**config.mk**
```make
export PLATFORM = sky130hd
export DESIGN_NAME = sudoku_cell_renderer
export DESIGN_NICKNAME = d
export VERILOG_FILES = /design/src/rtl/sudoku_vga_pkg.sv /design/src/rtl/sudoku_cell_scan.sv /design/src/rtl/sudoku_cell_renderer.sv
export SDC_FILE = /design/constraint.sdc
export NUM_CORES = 1
export LEC_CHECK = 0
export ABC_AREA = 1
export BUFFER_PORTS_ARGS = -buffer_cell sky130_fd_sc_hd__buf_2
export CAP_MARGIN = 20
export CORE_UTILIZATION = 59
export CTS_CLUSTER_SIZE = 25
export DETAILED_ROUTE_END_ITERATION = 10
export PLACE_DENSITY = 0.81
export SLEW_MARGIN = 20
export SYNTH_ARGS = -nofsm -noshare
export SYNTH_HDL_FRONTEND = slang
export SYNTH_SLANG_ARGS = --single-unit
```
**constraint.sdc**
```tcl
create_clock -name CLK_25MH -period 4 [get_ports CLK_25MH]
set_input_delay 0.6 -clock CLK_25MH [delete_from_list [all_inputs] [get_ports CLK_25MH]]
set_output_delay 0.6 -clock CLK_25MH [all_outputs]
set_load 0.1 [all_outputs]
```
**src/rtl/sudoku_vga_pkg.sv**
```systemverilog
// sudoku_vga_pkg: board geometry, colours and renderer FSM states
package sudoku_vga_pkg;
  localparam int H_RES   = 640;
  localparam int V_RES   = 480;
  localparam int CELL    = 48;
  localparam int BORDER  = 2;
  localparam int X0      = 104;
  localparam int Y0      = 24;
  localparam int GLYPH_X = 16;
  localparam int GLYPH_Y = 8;
  localparam int GLYPH_W = 16;
  localparam int GLYPH_H = 32;
  localparam logic [11:0] SCREEN_BG = 12'hFFF;
  localparam logic [11:0] GRID_C    = 12'h000;
  localparam logic [11:0] CELL_BG   = 12'hFFF;
  localparam logic [11:0] SEL_BG    = 12'hFF8;
  localparam logic [11:0] FIXED_FG  = 12'h000;
  localparam logic [11:0] USER_FG   = 12'h00F;
  typedef enum logic [2:0] {CLEAR, IDLE, SETUP, DRAW, DRAIN} state_t;
  function automatic logic [18:0] cell_base(input logic [3:0] row, input logic [3:0] col);
    return 19'((Y0 + int'(row) * CELL) * H_RES + X0 + int'(col) * CELL);
  endfunction
endpackage

```
**src/rtl/sudoku_cell_scan.sv**
```systemverilog
// sudoku_cell_scan: raster x/y counters with an incrementally stepped framebuffer address
module sudoku_cell_scan
  import sudoku_vga_pkg::*;
(
  input  logic        CLK_25MH,
  input  logic        RST_n,
  input  logic        i_start,
  input  logic [18:0] i_base,
  input  logic [9:0]  i_w_last,
  input  logic [8:0]  i_h_last,
  output logic        o_active,
  output logic        o_last,
  output logic [9:0]  o_x,
  output logic [8:0]  o_y,
  output logic [18:0] o_addr
);
  logic        r_active;
  logic [9:0]  r_x, r_w;
  logic [8:0]  r_y, r_h;
  logic [18:0] r_addr;
  logic        w_eol;
  assign w_eol    = r_x == r_w;
  assign o_last   = r_active && w_eol && r_y == r_h;
  assign o_active = r_active;
  assign o_x      = r_x;
  assign o_y      = r_y;
  assign o_addr   = r_addr;
  // the final pixel does not advance the address, so it never steps past the scan area
  always_ff @(posedge CLK_25MH) begin
    if (!RST_n) begin
      r_active <= 1'b0;
      r_x      <= '0;
      r_y      <= '0;
      r_w      <= '0;
      r_h      <= '0;
      r_addr   <= '0;
    end else if (i_start) begin
      r_active <= 1'b1;
      r_x      <= '0;
      r_y      <= '0;
      r_w      <= i_w_last;
      r_h      <= i_h_last;
      r_addr   <= i_base;
    end else if (o_last) begin
      r_active <= 1'b0;
    end else if (r_active) begin
      r_x    <= w_eol ? '0 : r_x + 10'd1;
      r_y    <= w_eol ? r_y + 9'd1 : r_y;
      r_addr <= r_addr + (w_eol ? 19'(H_RES) - {9'd0, r_w} : 19'd1);
    end
  end
endmodule

```
**src/rtl/sudoku_cell_renderer.sv**
```systemverilog
// sudoku_cell_renderer: framebuffer writer that clears the screen and redraws single Sudoku cells
module sudoku_cell_renderer
  import sudoku_vga_pkg::*;
#(
  parameter int CLR_LINES = V_RES
) (
  input  logic        CLK_25MH,
  input  logic        RST_n,
  input  logic        clear_req,
  input  logic        req_valid,
  output logic        req_ready,
  input  logic [3:0]  req_row,
  input  logic [3:0]  req_col,
  input  logic [3:0]  req_digit,
  input  logic        req_fixed,
  input  logic        req_sel,
  output logic [8:0]  glyph_addr,
  input  logic [15:0] glyph_data,
  output logic        fb_we,
  output logic [18:0] fb_addr,
  output logic [11:0] fb_data,
  output logic        busy
);
  state_t      r_state, w_next;
  logic [3:0]  r_row, r_col, r_digit;
  logic        r_fixed, r_sel;
  logic        r_we, r_cand;
  logic [18:0] r_addr;
  logic [11:0] r_colour;
  logic [3:0]  r_bit;
  logic        w_start, w_active, w_last, w_oor, w_border, w_grow, w_glyph;
  logic [9:0]  w_x;
  logic [8:0]  w_y;
  logic [18:0] w_addr;
  assign w_oor = r_row > 4'd8 || r_col > 4'd8;
  always_comb begin
    w_next  = r_state;
    w_start = 1'b0;
    case (r_state)
      CLEAR: begin
        w_start = !w_active;
        w_next  = w_last ? DRAIN : CLEAR;
      end
      IDLE:  w_next = clear_req ? CLEAR : req_valid ? SETUP : IDLE;
      SETUP: begin
        w_start = !w_oor;
        w_next  = w_oor ? IDLE : DRAW;
      end
      DRAW:  w_next = w_last ? DRAIN : DRAW;
      DRAIN: w_next = IDLE;
      default: w_next = CLEAR;
    endcase
  end
  sudoku_cell_scan u_scan (
    .CLK_25MH (CLK_25MH),
    .RST_n    (RST_n),
    .i_start  (w_start),
    .i_base   (r_state == CLEAR ? 19'd0 : cell_base(r_row, r_col)),
    .i_w_last (r_state == CLEAR ? 10'(H_RES - 1) : 10'(CELL - 1)),
    .i_h_last (r_state == CLEAR ? 9'(CLR_LINES - 1) : 9'(CELL - 1)),
    .o_active (w_active),
    .o_last   (w_last),
    .o_x      (w_x),
    .o_y      (w_y),
    .o_addr   (w_addr)
  );
  assign w_border = w_x < 10'(BORDER) || w_y < 9'(BORDER) ||
                    w_x >= 10'(CELL - BORDER) || w_y >= 9'(CELL - BORDER);
  assign w_grow   = w_y >= 9'(GLYPH_Y) && w_y < 9'(GLYPH_Y + GLYPH_H);
  assign w_glyph  = r_state == DRAW && !w_border && w_grow && r_digit != 4'd0 && r_digit <= 4'd9 &&
                    w_x >= 10'(GLYPH_X) && w_x < 10'(GLYPH_X + GLYPH_W);
  // ROM answers one cycle later, in step with the registered write below
  assign glyph_addr = (r_state == DRAW && w_grow) ? {r_digit, 5'd0} + (w_y - 9'(GLYPH_Y)) : 9'd0;
  always_ff @(posedge CLK_25MH) begin
    if (!RST_n) begin
      r_state  <= CLEAR;
      r_we     <= 1'b0;
      r_addr   <= '0;
      r_colour <= '0;
      r_cand   <= 1'b0;
      r_bit    <= '0;
      r_row    <= '0;
      r_col    <= '0;
      r_digit  <= '0;
      r_fixed  <= 1'b0;
      r_sel    <= 1'b0;
    end else begin
      r_state  <= w_next;
      r_we     <= w_active;
      r_addr   <= w_addr;
      r_colour <= r_state == CLEAR ? SCREEN_BG : w_border ? GRID_C : r_sel ? SEL_BG : CELL_BG;
      r_cand   <= w_glyph;
      r_bit    <= ~w_x[3:0];
      if (req_valid && req_ready) begin
        r_row   <= req_row;
        r_col   <= req_col;
        r_digit <= req_digit;
        r_fixed <= req_fixed;
        r_sel   <= req_sel;
      end
    end
  end
  assign fb_we     = r_we;
  assign fb_addr   = r_addr;
  assign fb_data   = (r_cand && glyph_data[r_bit]) ? (r_fixed ? FIXED_FG : USER_FG) : r_colour;
  assign req_ready = r_state == IDLE && !clear_req;
  assign busy      = r_state != IDLE;
endmodule

```
**Word level (Yosys, flattened, before mapping)**

Cells that the tools add are included.

- $add $sub $neg: 9
- Multipliers: 3
- Order comparisons: 12
- Equality and inequality tests: 8
- Multiplexer cells: 25
- Bitwise logic cells: 3
- Reduce and logical (&&, ||, !) cells: 29

Operators with widths:

| kind | count |
|---|---|
| 2-to-1 mux 19 bit | 5 |
| 2-to-1 mux 12 bit | 3 |
| 2-to-1 mux 10 bit | 2 |
| adder 19 x 10 -> 19 bit | 1 |
| adder 19 bit | 1 |
| adder 19 x 7 -> 19 bit (second input constant) | 1 |
| 2-to-1 mux 9 bit | 2 |
| case mux 3 bit (5 select lines) | 1 |
| logical AND 1 bit | 13 |
| multiplier 11 x 3 -> 12 bit (second input constant) | 1 |
| multiplier 4 x 2 -> 6 bit (second input constant) | 2 |
| adder 5 x 10 -> 11 bit (first input constant) | 1 |
| subtractor 10 x 10 -> 11 bit (first input constant) | 1 |
| adder 10 x 1 -> 10 bit (second input constant) | 1 |
| == test 10 bit | 1 |
| greater-or-equal comparator 10 x 5 -> 1 bit (second input constant) | 1 |
| greater-or-equal comparator 10 x 6 -> 1 bit (second input constant) | 1 |
| less-than comparator 10 x 2 -> 1 bit (second input constant) | 1 |
| less-than comparator 10 x 6 -> 1 bit (second input constant) | 1 |
| adder 9 x 1 -> 9 bit (second input constant) | 1 |
| adder 9 bit | 1 |
| == test 9 bit | 1 |
| greater-or-equal comparator 9 x 4 -> 1 bit (second input constant) | 1 |
| greater-or-equal comparator 9 x 6 -> 1 bit (second input constant) | 1 |
| 27 further kinds | 44 |

- Flip-flop bits (word level): 112
- Input bits: 34
- Output and inout port bits: 43
- Word-level logic and storage cells: 106

**Logic depth before layout (Yosys ltp)**

- Word-level depth: 11
- Mapped depth: 23

**Hierarchy**

A second synthesis with hierarchy kept.

- Cells, all modules: 1,103
- Area total of the unflattened synthesis: 7,174.4 µm²

Modules (own cells, without submodules):

| module | instances | cells an instance | area an instance (µm²) | sequential area each (µm²) |
|---|---|---|---|---|
| sudoku_cell_scan | 1 | 658 | 4,083.9 | 1,161.1 |
| sudoku_cell_renderer | 1 | 445 | 3,090.5 | 880.8 |

**Worst setup path before layout**

Ideal clock, no wire load.

- Kind: register to output
- Start: register r_bit[0]
- End: output fb_data[3]
- Data arrival time: 4.696 ns
- Slack: -1.296 ns
- Cell stages (with the launch flop): 9
- Path buffers: 1
- Path through: dfxtp_1 clkbuf_1 inv_1 o21ai_0 o22ai_1 o211ai_1 nand2_1 a21boi_0 o21bai_1

- Cells in the longest elaborated chain, start to end: 4

RTL lines:

| item | line | source |
|---|---|---|
| from (decl) | sudoku_cell_renderer.sv:30 | `logic [3:0] r_bit;` |
| from (signal assigned) | sudoku_cell_renderer.sv:93 | `r_bit <= ~w_x[3:0];` |
| binary-select mux 1 bit (select 4 bit) | sudoku_cell_renderer.sv:105 | `assign fb_data = (r_cand && glyph_data[r_bit]) ? (r_fixed ? FIXED_FG : USER_FG) : r_colour;` |
| 2-to-1 mux 1 bit (implied by the code) | sudoku_cell_renderer.sv:105 |  |
| logical AND 1 bit | sudoku_cell_renderer.sv:105 |  |
| 2-to-1 mux 12 bit | sudoku_cell_renderer.sv:105 |  |
| to (decl) | sudoku_cell_renderer.sv:21 | `output logic [11:0] fb_data,` |

Every way passes these cells. The select of a mux whose other input is x is not followed.

**Final worst setup path**

- Start: register r_row[0]
- End: register u_scan.r_addr[18] (netlist: u_scan.o_addr[18])

- Cells in the longest elaborated chain, start to end: 7
- Elaborated cells on any way between the ends: 14
- Classes of those cells: 3 x add/sub; 2 x mul; 1 x order compare; 1 x eq/ne; 3 x mux; 4 x reduce/logical

RTL lines:

| item | line | source |
|---|---|---|
| from (decl) | sudoku_cell_renderer.sv:25 | `logic [3:0] r_row, r_col, r_digit;` |
| from (signal assigned) | sudoku_cell_renderer.sv:95 | `r_row <= req_row;` |
| multiplier 4 x 2 -> 6 bit | sudoku_vga_pkg.sv:21 | `return 19'((Y0 + int'(row) * CELL) * H_RES + X0 + int'(col) * CELL);` |
| adder 5 x 10 -> 11 bit | sudoku_vga_pkg.sv:21 |  |
| multiplier 11 x 3 -> 12 bit | sudoku_vga_pkg.sv:21 |  |
| adder 19 x 7 -> 19 bit | sudoku_vga_pkg.sv:21 |  |
| adder 19 x 10 -> 19 bit | sudoku_vga_pkg.sv:21 |  |
| 2-to-1 mux 19 bit | sudoku_cell_renderer.sv:58 | `.i_base (r_state == CLEAR ? 19'd0 : cell_base(r_row, r_col)),` |
| 2-to-1 mux 19 bit | sudoku_cell_scan.sv:37 | `end else if (i_start) begin` |
| to (signal assigned) | sudoku_cell_scan.sv:43 | `r_addr <= i_base;` |
| to (signal assigned) | sudoku_cell_scan.sv:49 | `r_addr <= r_addr + (w_eol ? 19'(H_RES) - {9'd0, r_w} : 19'd1);` |
| to (decl) | sudoku_cell_scan.sv:20 | `logic [18:0] r_addr;` |

Parallel ways exist; a longest one is shown, timed or not.
A chain may end at the register's enable or synchronous reset.

==> impl_results.md <==
- Post-synthesis compound-gate area fraction: 0.1483
- Pin count of the biggest net entering global routing: 39
- Clock Tree Buf Depth: 2
- Sequential Area: 1723 µm²
- Hold depth: 1
- 1st-iter DRT viols: 345
- Cell Area, Synth: 5730 µm²
- Worst reg2reg path depth: 18
- HPWL after detailed placement: 10610 µm
- Period utilization: 0.9103
- Std-Cell Core Area: 9328 µm²
- Max Slew Vio Count: 0
- Initial Util: 0.6144
- Post-route DRC: 0
- Routed wire length: 13940 µm
- Simple-gate share of the synthesized area: 0.2788
- Pre-CTS setup slack: 0.3126 ns
- Setup crit start kind: flop
- Final Total Pwr: 2.181 mW
- Non-Filler Instances: 1033
- Share of the synthesized area in the top cell type: 0.3004
- RSZ-0062 raised after global routing: false
- R2R Setup Slk: 0.36 ns
- DIE AREA: 10110 µm²
- Post-DRT Antenna Nets: 0
- Worst Setup End Kind: flop
- Top-level port count: 77
- Die width: 100.6 µm
- Mean Syn Cell Area: 6.879 µm²
- Xor-xnor portion of the synthesized cell area: 0.03668
- Hold Crit Class: reg -> reg
- First-pass GRT wire length: 23780 µm
- Syn Nets: 916
- Vias per cell: 5.449
- Fmax: 0.2746 GHz
- Fillers: 841
- Crit path DAT: 3.91 ns
- LEAKAGE: 3.186 nW
- Largest area contributor in the netlist: dfxtp_1
- CTS tree: built
- Reg-to-reg endpoint: u_scan.o_addr[18]
- Worst r2r src: r_row[0]
- Overall global routing resource usage: 0.2936
- Tmin final: 3.641 ns
- Global route overflow: 0
- Final Skew: 0.01200 ns
- Synth area leaders: dfxtp_1, nand2_1, ha_1, inv_1, nor2_1
- CP Data Required Time: 4.26 ns
- Num CTS Buffers: 9
- Clk sink count: 86
- Vias in the first global route: 5391
- Crit Path Max Fanout: 8
- Ys flop type: dfxtp_1
- Rows: 35
- Worst skew pair latency: 0.37 ns
- WS Path Type: reg -> reg
- Setup WS post-layout: 0.3589 ns
- Outcome: completed
- FF+latch count, synth: 86
- Multi-input logic area: 3313 µm²
- Root buf cell: clkbuf_8
- Placed cells: 1016
- Tightest Pin Transition: 1.073 ns
- DR WL/cell: 13.49 µm
- Final setup viols: 0
- Post-synth EDFFs: 0
- Post-Synth Adder-Cell Area: 0.1122
- Antenna Cells: 0
- Via Count: 5629
- P&R area growth vs syn: 11.29%
- Register area share after synthesis: 0.3004
- Yosys warnings: 0
- Max rail drop VDD: 0.0002712 V
- Netlist cell types: 51
- Post-synthesis cell count: 833
- Hold Path Sink: r_colour[2]
- Post-synth top cells: nand2_1, inv_1, dfxtp_1
- Slew margin rel.: 0.2838
- Setup_tns: 0 ns
- Post-layout nets: 982
- Hold path start: r_sel
- Max-cap violations: 0
- Die Y: 100.6 µm
- Initial antenna violation count: 0
- I/O Buffers: 76
- Power Density: 342.0 nW/µm²
- Clk pin slew, worst setup/hold paths: 0.09 ns
- Async S/R FF share, synth: 0
- Post-synthesis mux area share: 0
- Routability Congestion: 0.9029
- # hold bufs at CTS: 0
- Util after Layout: 0.6837
- Most common cell in the synthesized netlist: nand2_1
- DRT Pass-1 Iters: 5
- Final Hold Fails: 0
- Layout cells sized above 1: 0.1416
- Largest family of logic cells by synthesized area: simple AND/OR/NAND/NOR gates
- Max H-tree Level: 3
-- worst max-delay path by stage --
stage / cells past startpoint / slack [ns] / end / from
6_report: 18 / 0.36 / u_scan.o_addr[18] / r_row[0]
5_1_grt: 18 / 0.09 / u_scan.o_addr[18] / r_row[0]
2_1_floorplan: 8 / -0.32 / fb_data[3] / r_bit[0]
3_3_place_gp: 18 / 0.52 / u_scan.o_addr[18] / r_row[0]
3_5_place_dp: 18 / 0.31 / u_scan.o_addr[18] / r_row[0]
4_1_cts: 18 / 0.28 / u_scan.o_addr[18] / r_row[0]
-- placed cells by master, fill, tap and decap left out, drive strengths merged, types with 3 or more instances in the layout --
cell,instances
nand2,170
o21ai,54
ha,45
nor2,84
nor3,15
nand3,53
nor3b,3
inv,147
nand4,17
o211ai,7
clkinv,4
xor2,19
fa,4
a21oi,57
buf,80
a31oi,6
xnor2,5
dfxtp,86
o22ai,4
nand3b,5
or2,3
a32oi,3
nor4,4
clkbuf,10
-- state kept, by name, summed over array words and instances, names as in the netlist, 2 cells and up --
signal	flops
fb_addr	19
r_bit	4
r_col	4
r_colour	2
r_digit	4
r_row	4
r_state	3
u_scan.o_addr	19
u_scan.o_x	10
u_scan.o_y	9
u_scan.r_h	3
-- worst max-delay path, stage by stage (launching register included) --
cell     delay, ns
dfxtp_2       0.38
ha_1          0.24
fa_1          0.57
nand3_1       0.16
xnor2_1       0.22
inv_1         0.10
ha_1          0.32
inv_1         0.06
fa_1          0.48
xnor2_2       0.21
nand2_1       0.09
nor2_1        0.11
nand4_1       0.12
nor2_1        0.15
nand2_1       0.06
nand3_1       0.07
nand3_1       0.08
nand2_1       0.07
inv_1         0.04
-- area by class of cell --
type / count / area share
Clock inverter: 6 / 0.01197
Sequential cell: 86 / 0.2702
Multi-Input combinational cell: 575 / 0.5195
Clock buffer: 10 / 0.02158
Tap cell: 129 / 0.02531
Timing Repair Buffer: 80 / 0.06435
Inverter: 147 / 0.08711
-- stage by stage --
stage | hold WS [ns] | area [µm²]
floorplan | 0.4052 | 5736
CTS | 0.4460 | 6357
detailed placement | 0.4314 | 6143
global placement | 0.4180 | 6143
finish | 0.4469 | 6377
global route | 0.4524 | 6377
-- power by group --
group | switching [mW] | internal, mW
combinational | 0.422 | 0.141
clock | 0.342 | 0.317
sequential | 0.0512 | 0.909
-- layer usage --
layer,wire length (µm),part of all wire,global-route usage,up-vias
met5,0,0,0,-
met4,591,0.042,0.1683,0
met3,794,0.057,0.04161,45
met2,6687,0.48,0.5179,227
met1,5862,0.42,0.3398,2531
li1,-,-,-,2826
-- cell families (layout without fill, tap and decap cells) --
family          after synthesis  after routing
xor+xnor                     24             24
simple gates                357            357
fa+ha+maj                    49             49
buf+inv                     172            243
flops                        86             86
compound gates              145            145
-- timing repair --
action	4_1_cts	5_1_grt
resized for setup	0	3
endpoints found under the setup margin	0	1
buffers inserted	0	1
No activity file was read; power rests on OpenSTA's default activity.
